`config.mk`:
```
export PLATFORM = sky130hd
export DESIGN_NAME = mem_arbiter
export DESIGN_NICKNAME = d
export VERILOG_FILES = /design/src/rtl/mem_arbiter.sv
export SDC_FILE = /design/constraint.sdc
export NUM_CORES = 1
export LEC_CHECK = 0
export BUFFER_PORTS_ARGS = -buffer_cell sky130_fd_sc_hd__clkbuf_2
export CORE_ASPECT_RATIO = 1.25
export CORE_UTILIZATION = 35
export CTS_BUF_LIST = sky130_fd_sc_hd__clkbuf_16
export DETAILED_ROUTE_END_ITERATION = 7
export PLACE_DENSITY = 0.67
export SYNTH_ARGS = -nofsm -noshare
export SYNTH_HDL_FRONTEND = slang
export SYNTH_SLANG_ARGS = --single-unit
```
`constraint.sdc`:
```
create_clock -name clk -period 1.67 [get_ports clk]
set_clock_uncertainty 0.1 [all_clocks]
set_input_delay 0 -clock clk [delete_from_list [all_inputs] [get_ports clk]]
set_output_delay 0 -clock clk [all_outputs]
set_load 0.02 [all_outputs]
```
`src/rtl/mem_arbiter.sv`:
```
// Round-robin two-port arbiter in front of the 64 x 32b data Memory; one access per 3 cycles.
// Define MEM_ARB_FIXED_PRIO_EN to make port 0 win every tie (port 1 may then starve).
module mem_arbiter #(
  parameter logic [31:0] BASE_ADDR = 32'd1024,
  parameter int          DEPTH     = 64
) (
  input  logic        clk,
  input  logic        rst,
  input  logic        p0_req,
  input  logic        p0_we,
  input  logic [31:0] p0_addr,
  input  logic [31:0] p0_wdata,
  output logic        p0_ack,
  output logic        p0_err,
  output logic [31:0] p0_rdata,
  input  logic        p1_req,
  input  logic        p1_we,
  input  logic [31:0] p1_addr,
  input  logic [31:0] p1_wdata,
  output logic        p1_ack,
  output logic        p1_err,
  output logic [31:0] p1_rdata,
  output logic        mem_read,
  output logic        mem_write,
  output logic [31:0] mem_addr,
  output logic [31:0] mem_wdata,
  input  logic [31:0] mem_rdata,
  output logic        busy
);

  typedef enum logic [1:0] {IDLE, ACCESS, RESP} state_t;

  localparam logic [31:0] END_ADDR = BASE_ADDR + 32'(4 * DEPTH);

  state_t      state_q, state_d;
  logic        last_grant_q, last_grant_d;
  logic        grant_q, grant_d;
  logic        we_q, we_d;
  logic        valid_q, valid_d;
  logic [31:0] addr_q, addr_d;
  logic [31:0] wdata_q, wdata_d;
  logic [31:0] p0_rdata_q, p0_rdata_d;
  logic [31:0] p1_rdata_q, p1_rdata_d;
  logic        win;
  logic [31:0] sel_addr;
  logic [31:0] read_data;

  function automatic logic addr_ok(input logic [31:0] a);
    return (a >= BASE_ADDR) && (a < END_ADDR) && (a[1:0] == 2'b00);
  endfunction

  always_comb begin
`ifdef MEM_ARB_FIXED_PRIO_EN
    win = p0_req ? 1'b0 : 1'b1;
`else
    win = (p0_req && p1_req) ? ~last_grant_q : (p0_req ? 1'b0 : 1'b1);
`endif
    sel_addr  = win ? p1_addr : p0_addr;
    read_data = (valid_q && !we_q) ? mem_rdata : 32'h0;
  end

  always_comb begin
    state_d      = state_q;
    last_grant_d = last_grant_q;
    grant_d      = grant_q;
    we_d         = we_q;
    valid_d      = valid_q;
    addr_d       = addr_q;
    wdata_d      = wdata_q;
    p0_rdata_d   = p0_rdata_q;
    p1_rdata_d   = p1_rdata_q;
    case (state_q)
      IDLE: begin
        if (p0_req || p1_req) begin
          grant_d      = win;
          last_grant_d = win;
          we_d         = win ? p1_we : p0_we;
          addr_d       = sel_addr;
          wdata_d      = win ? p1_wdata : p0_wdata;
          valid_d      = addr_ok(sel_addr);
          state_d      = ACCESS;
        end
      end
      ACCESS: begin
        // Read data lands directly in the winner's output register so it is valid with the ack.
        if (grant_q) p1_rdata_d = read_data;
        else         p0_rdata_d = read_data;
        state_d = RESP;
      end
      RESP:    state_d = IDLE;
      default: state_d = IDLE;
    endcase
  end

  always_ff @(posedge clk) begin
    if (!rst) begin
      state_q      <= IDLE;
      last_grant_q <= 1'b1;
      grant_q      <= 1'b0;
      we_q         <= 1'b0;
      valid_q      <= 1'b0;
      addr_q       <= 32'h0;
      wdata_q      <= 32'h0;
      p0_rdata_q   <= 32'h0;
      p1_rdata_q   <= 32'h0;
    end else begin
      state_q      <= state_d;
      last_grant_q <= last_grant_d;
      grant_q      <= grant_d;
      we_q         <= we_d;
      valid_q      <= valid_d;
      addr_q       <= addr_d;
      wdata_q      <= wdata_d;
      p0_rdata_q   <= p0_rdata_d;
      p1_rdata_q   <= p1_rdata_d;
    end
  end

  // Strobes are gated by rst so a reset edge can never commit a Memory write.
  assign mem_read  = rst && (state_q == ACCESS) && valid_q && !we_q;
  assign mem_write = rst && (state_q == ACCESS) && valid_q && we_q;
  assign mem_addr  = addr_q;
  assign mem_wdata = wdata_q;

  assign p0_ack   = (state_q == RESP) && !grant_q;
  assign p1_ack   = (state_q == RESP) && grant_q;
  assign p0_err   = p0_ack && !valid_q;
  assign p1_err   = p1_ack && !valid_q;
  assign p0_rdata = p0_rdata_q;
  assign p1_rdata = p1_rdata_q;
  assign busy     = (state_q != IDLE);

endmodule

```
## Word level (Yosys, flattened, before mapping)

Cells that the tools add are included.

| operators by class | value |
|---|---|
| muxes and demuxes | 8 |
| reductions and logical operators | 22 |
| equality and inequality tests | 3 |
| bitwise operators | 2 |
| $lt $le $gt $ge | 2 |

Operators by type and width:

| kind | count |
|---|---|
| 32-bit two-way mux | 3 |
| 32-bit by 11-bit >= comparator with 1-bit output (second input constant) | 1 |
| 32-bit by 11-bit less-than comparator with 1-bit output (second input constant) | 1 |
| 1-bit logical AND | 12 |
| 2-bit AND reduction | 3 |
| 2-bit logical NOT | 2 |
| 2-bit case mux with 2 select lines | 1 |
| 1-bit logical NOT | 3 |
| 1-bit two-way mux | 3 |
| 2-bit by 1-bit == test with 1-bit output (second input constant) | 1 |
| 2-bit == test (second input constant) | 1 |
| 2-bit two-way mux | 1 |
| 2-bit inequality test (second input constant) | 1 |
| 1-bit inverter | 2 |
| 2-bit nonzero test | 1 |
| 1-bit logical OR | 1 |

| word-level totals | value |
|---|---|
| input bits | 166 |
| logic and storage cells | 46 |
| bits in registers | 134 |
| output and inout port bits | 135 |

## Longest topological paths before layout

Gate-level depths: netlist of run 1.

| depth | value |
|---|---|
| depth in word-level cells | 6 |
| gate-level depth with buffers | 7 |
| gate-level depth less buffers | 5 |

## Worst setup path after synthesis of run 1

No wires, ideal clock.

| timing | value |
|---|---|
| kind | flip-flop to flip-flop |
| from | register state_q[1] |
| to | register addr_q[0], in the netlist mem_addr[0] |
| arrival time | 1.283 ns |
| stages on the path, launching flop included | 6 |
| setup time | 0.133 ns |
| data required time | 1.437 ns |
| setup slack | 0.154 ns |
| path buffers | 2 |
| period minus slack after synthesis | 1.516 ns |
| path through | dfxtp_1 > or2_1 > nor2_4 > buf_4 > buf_2 > a311oi_1 |

| on the way | value |
|---|---|
| cells in the longest elaborated chain, start to end | 2 |

RTL lines:

| what | RTL line | source |
|---|---|---|
| start: declaration | 35 | `state_t state_q, state_d;` |
| start signal: assignment | 107 | `state_q <= state_d;` |
| 2-bit logical NOT | 72 | `case (state_q)` |
| 2-bit AND reduction (no source line) | - |  |
| end signal: assignment | 112 | `addr_q <= addr_d;` |
| end: declaration | 40 | `logic [31:0] addr_q, addr_d;` |

Every way passes these cells.
A chain may end at the register's enable or synchronous reset.

## Worst setup path in the final report of run 1

| timing | value |
|---|---|
| from | register state_q[1] |
| to | register addr_q[3], in the netlist mem_addr[3] |

The elaborated chain is that of the path after synthesis.

==> results.md, run 1 <==
* Worst vdd ir at 642.1 uV
* H-Tree Depth at 4
* Setup ws final at 0.04998 ns
* Startpoint Class: flip-flop
* Met1 wire length at 8.409 mm
* Clock Tree Root: clkbuf_16
* Worst R2R Setup Slack at 0.05 ns
* DIE AREA at 0.01616 mm^2
* Row count at 50
* Final worst-path cycle share at 97.01%
* Gate Count Post-Synth at 696
* CTS buffer count at 17
* Synth cell types at 30
* Worst Hold Class: in2reg
* Mean Syn Cell Area at 7.870 um^2
* Fraction of registers with async set/reset at 0%
* PD cells at 916.8 mW/mm^2
* GPL Wtd Cong at 0.8477
* Slew HR at 73.52%
* CP Data Required Time at 1.86 ns
* Mapped Nets at 862
* Final setup fails at 0
* 1st-iter DRT viols at 385
* Input/output buffers at 300
* Die height at 141.9 um
* Worst-margin pin slew at 0.3935 ns
* Fmax at 617.3 MHz
* Max Buffers Root-to-Sink at 2
* Final core utilization at 63.85%
* CTS tree: done
* Initial DRT Pass Iterations at 5
* Pre-CTS setup slack at 0.06286 ns
* Count leader, synth: nand2_1
* CP max stage delay at 0.32 ns
* Global-route wire length before repair at 34.27 mm
* Leakage at 4.314 nW
* WL final at 22.66 mm
* Total number of vias at 7113
* Area growth from synthesis to layout at 76.47%
* Routed len/inst at 16.57 um
* Synthesized flop and latch total at 134
* Layout cell share with drive strength beyond 1 at 31.41%
* Max-slew violations at 0
* Residual DRC at 0
* Vias in the first global route at 6963
* Antenna fix cells at 0
* CP endpoint kind: flip-flop
* Met3 wire len at 1.629 mm
* Post-synth top area share at 48.97%
* Setup TNS at 0 ns
* Buffers & Inverters on Critical Path at 2
* Post-Syn Area at 0.005478 mm^2
* Via density at 5.203
* Cell family with most CP delay: simple AND/OR/NAND/NOR gates
* DRT antenna net count at 0
* Maxcap violations at 0
* Die W at 113.9 um
* Tot GR Track Use at 27.36%
* Hold Violations, Final at 0
* Initial Utilization at 36.18%
* DR top layer: met4
* Synth area leaders: dfxtp_1, nand2_1, a311oi_1
* Core Box Area at 0.01514 mm^2
* Yosys warnings at 0
* Worst EP arrival at 1.81 ns
* Synth area leader: dfxtp_1
* Dpl hpwl at 13.12 mm
* Met2 WL at 11.32 mm
* Crit path max-delay cell type: dfxtp_2
* Most used flip-flop cell after synthesis: dfxtp_1
* Gr ovfl total at 0
* Reg clk slew, reported paths at 0.05 ns
* Num Clock Sinks at 134
* Clk_lat worst skew at 0.41 ns
* Worst-path fanout max at 17
* Min Tclk post-route at 1.620 ns
* FILL cells at 1226
* Part of the Yosys area used for sequential elements at 48.97%
* Status: finished, final reports clean
* Post-synth EDFFs at 0
* Synth cell count leaders: nand2_1, dfxtp_1, nor2_1, a311oi_1, nand3_1
* Critical path class: reg2reg
* Largest net degree at the start of global routing at 61
* I/O pin total at 301
* Crit-path cells: or2_1, nor2_4, buf_12, buf_6, nor2_1, a311oi_1
* Nets at 1315
* Antenna violations before repair at 0
-- power breakdown --
group	switching, mW	internal [mW]	leakage [nW]	total, mW
Sequential	0.124	3.39	1.10	3.52
Clock	1.31	2.12	0.267	3.43
Combinational	1.05	0.866	2.95	1.92
Total	2.49	6.38	4.31	8.86
-- stage by stage --
| step | total power, mW | hold slack [ns] | cells | instance area, um^2 |
|---|---|---|---|---|
| 6_report | 8.862 | 0.2908 | 1367 | 9667 |
| 5_1_grt | 9.228 | 0.2876 | 1367 | 9667 |
| 4_1_cts | 8.760 | 0.2637 | 1359 | 9499 |
| 3_5_place_dp | 5.019 | 0.1542 | 1163 | 7264 |
| 3_3_place_gp | 5.009 | 0.1472 | 1163 | 7264 |
| 2_1_floorplan | 4.385 | 0.03722 | 696 | 5478 |
-- layout by cell type, fill, tap and decap left out, types with 2 or more instances in the layout --
| master | count |
|---|---|
| nor4_1 | 10 |
| clkbuf_2 | 299 |
| a21oi_1 | 54 |
| nor2_1 | 68 |
| a311oi_1 | 63 |
| nand3_1 | 64 |
| clkinv_2 | 2 |
| buf_12 | 12 |
| clkbuf_16 | 21 |
| inv_1 | 4 |
| o21ai_0 | 2 |
| a311oi_2 | 2 |
| dfxtp_1 | 133 |
| dlygate4sd3_1 | 165 |
| nand4_1 | 4 |
| nor4b_1 | 2 |
| buf_4 | 13 |
| buf_8 | 2 |
| a21boi_0 | 11 |
| nand2_1 | 198 |
| clkinv_1 | 6 |
| bufinv_16 | 2 |
| nor2b_1 | 2 |
-- kinds of logic after synthesis --
group,synth area share (%)
AOI/OAI and AO/OA,17.52
buffers and inverters,5.642
and+or+nand+nor,27.87
DFF,48.97
-- worst reg2reg max path, cell delays in order (launching register included) --
cell and delay, ns:
dfxtp_2 0.32, or2_1 0.28, nor2_4 0.14, buf_12 0.13, buf_6 0.16, nor2_1 0.06
a311oi_1 0.32
-- layout make-up --
cell class | instances | area (um^2) | area share [%]
clock inverters | 12 | 98.84 | 1.023
clock buffers | 17 | 425.4 | 4.401
multi-input cells | 497 | 2530 | 26.17
well taps | 208 | 260.3 | 2.692
repair buffers | 497 | 3660 | 37.86
flip-flops and latches | 134 | 2684 | 27.76
inverters | 2 | 8.758 | 0.09060
-- sequential cells by signal, indices dropped and copies added, names as in the netlist --
name and count:
mem_addr 32, mem_wdata 32, p0_rdata 32, p1_rdata 32
state_q 2, grant_q 1, last_grant_q 1, valid_q 1
we_q 1
-- final timing paths --
path                start  cells past startpoint           end
max            state_q[1]                      6   mem_addr[3]
max reg2reg    state_q[1]                      6   mem_addr[3]
min reg2reg  p0_rdata[21]                      2  p0_rdata[21]
min          mem_rdata[5]                      4   p1_rdata[5]
-- repair_timing --
item / 4_1_cts / 5_1_grt
gates cloned: 1 / 4
pin swaps: 1 / 2
gates resized for setup: 6 / 6
hold endpoints to repair: 134 / 0
setup endpoints to repair: 2 / 46
setup buffers: 1 / 5
hold buffers: 165 / 0
-- layer usage --
| layer | vias up | global-route usage, % |
|---|---|---|
| met3 | 103 | 7.219 |
| met5 | - | 0 |
| met2 | 421 | 46.41 |
| li1 | 3337 | - |
| met1 | 3252 | 29.53 |
| met4 | 0 | 19.34 |
No activity file was read; power rests on OpenSTA's default activity.
==> run 2, diff against run 1 <==
==> constraint.sdc (replaced) <==
create_clock -name clk -period 1.8 [get_ports clk]
set_clock_uncertainty 0.1 [all_clocks]
set_input_delay 0 -clock clk [delete_from_list [all_inputs] [get_ports clk]]
set_output_delay 0 -clock clk [all_outputs]
set_load 0.02 [all_outputs]
==> results.md, run 2 (synthesis gave the netlist of run 1 again) <==
* Status: finished, final reports clean
* Critical path class: in2reg
* Die height at 141.9 um
* CTS tree: done
* Total number of vias at 6973
* Nets at 1305
* Routed len/inst at 16.38 um
* Global-route wire length before repair at 34.49 mm
* DIE AREA at 0.01616 mm^2
* WL final at 22.29 mm
* Startpoint Class: primary input
* DRT antenna net count at 0
* Vias in the first global route at 7083
* Max Buffers Root-to-Sink at 2
* FILL cells at 1280
* Worst EP arrival at 2.00 ns
* Worst vdd ir at 617.7 uV
* Commonest non-fill, non-tap cells in the layout: clkbuf_2, nand2_1, dlygate4sd3_1
* Clock Tree Root: clkbuf_16
* Core Box Area at 0.01514 mm^2
* Fmax at 569.4 MHz
* Most common cell after layout, fill and taps aside: clkbuf_2
* Hold Violations, Final at 0
* Initial DRT Pass Iterations at 5
* Worst-margin pin slew at 0.5458 ns
* Input/output buffers at 300
* Row count at 50
* Gr ovfl total at 0
* Area growth from synthesis to layout at 72.09%
* CP Data Required Time at 2.04 ns
* H-Tree Depth at 4
* Final core utilization at 62.26%
* PD cells at 840.9 mW/mm^2
* Layout cell share with drive strength beyond 1 at 31.25%
* Met1 wire length at 8.174 mm
* Worst min-delay path startpoint: p1_wdata[1]
* Worst Hold Class: in2reg
* Critical path launch point: p1_addr[21]
* CP endpoint kind: flip-flop
* Slew HR at 63.61%
* Min Tclk post-route at 1.756 ns
* Leakage at 4.207 nW
* Num Clock Sinks at 134
* Largest net degree at the start of global routing at 69
* Pre-CTS setup slack at 0.1937 ns
* Residual DRC at 0
* Antenna violations before repair at 1
* Initial Utilization at 36.18%
* Met3 wire len at 1.602 mm
* Via density at 5.123
* Dpl hpwl at 12.99 mm
* Setup ws final at 0.04369 ns
* Met2 WL at 11.37 mm
* Reg-to-reg startpoint: state_q[1]
* Clk_lat worst skew at 0.41 ns
* 1st-iter DRT viols at 477
* Max-slew violations at 0
* Maxcap violations at 0
* Reg clk slew, reported paths at 0.06 ns
* Tot GR Track Use at 27.43%
* Final setup fails at 0
* Die W at 113.9 um
* DR top layer: met4
* Worst-path fanout max at 2
* CTS buffer count at 17
* GPL Wtd Cong at 0.8584
* Final worst-path cycle share at 97.57%
* I/O pin total at 301
[run 2: final cells by class]
class,instances,area [um^2],share of cell area (%)
flip-flops and latches,134,2684,28.47
repair buffers,487,3433,36.42
clock buffers,17,425.4,4.513
clock inverters,15,77.57,0.8229
diodes,1,2.502,0.02655
inverters,2,8.758,0.09291
multi-input cells,497,2535,26.89
well taps,208,260.3,2.761
[run 2: worst paths after layout]
kind             endpoint  cells past startpoint  slack (ns)
max               valid_q                      7        0.04
max reg2reg  mem_wdata[3]                      5        0.12
min          mem_wdata[1]                      4        0.28
min reg2reg  p0_rdata[18]                      2        0.35
[run 2: stage by stage]
stage	power [mW]	instance area, um^2	hold slack (ns)	instances	TNS (ns)
floorplan	4.068	5478	0.03722	696	0
global placement	4.632	7224	0.1481	1161	0
detailed placement	4.642	7224	0.1534	1161	0
CTS	7.918	9389	0.2567	1359	0
global route	8.272	9427	0.2817	1361	-0.006237
finish	7.927	9427	0.2849	1361	0
[run 2: where the power goes]
part / leakage, nW / internal, mW / switching [mW]
logic: 2.84 / 0.730 / 0.946
registers: 1.10 / 3.15 / 0.115
clock network: 0.268 / 1.71 / 1.28
[run 2: worst max-delay path, cell delays in order]
cell	delay, ns
dlygate4sd3_1	0.54
clkbuf_2	0.12
nor4_2	0.30
nand4_1	0.15
dlygate4sd3_1	0.58
o22ai_1	0.17
o2bb2ai_1	0.13
[run 2: what timing repair did]
| item | in CTS | in global routing |
|---|---|---|
| buffers inserted | 0 | 1 |
| gates resized for setup | 0 | 7 |
| hold buffers | 166 | 0 |
| hold endpoints to repair | 134 | 0 |
| endpoints found under the setup margin | 0 | 3 |
[run 2: layer usage]
metal | global-route usage (%) | up-vias
met1 | 29.06 | 3161
met5 | 0 | -
met3 | 7.134 | 97
met2 | 47.46 | 410
li1 | - | 3305
met4 | 18.93 | 0
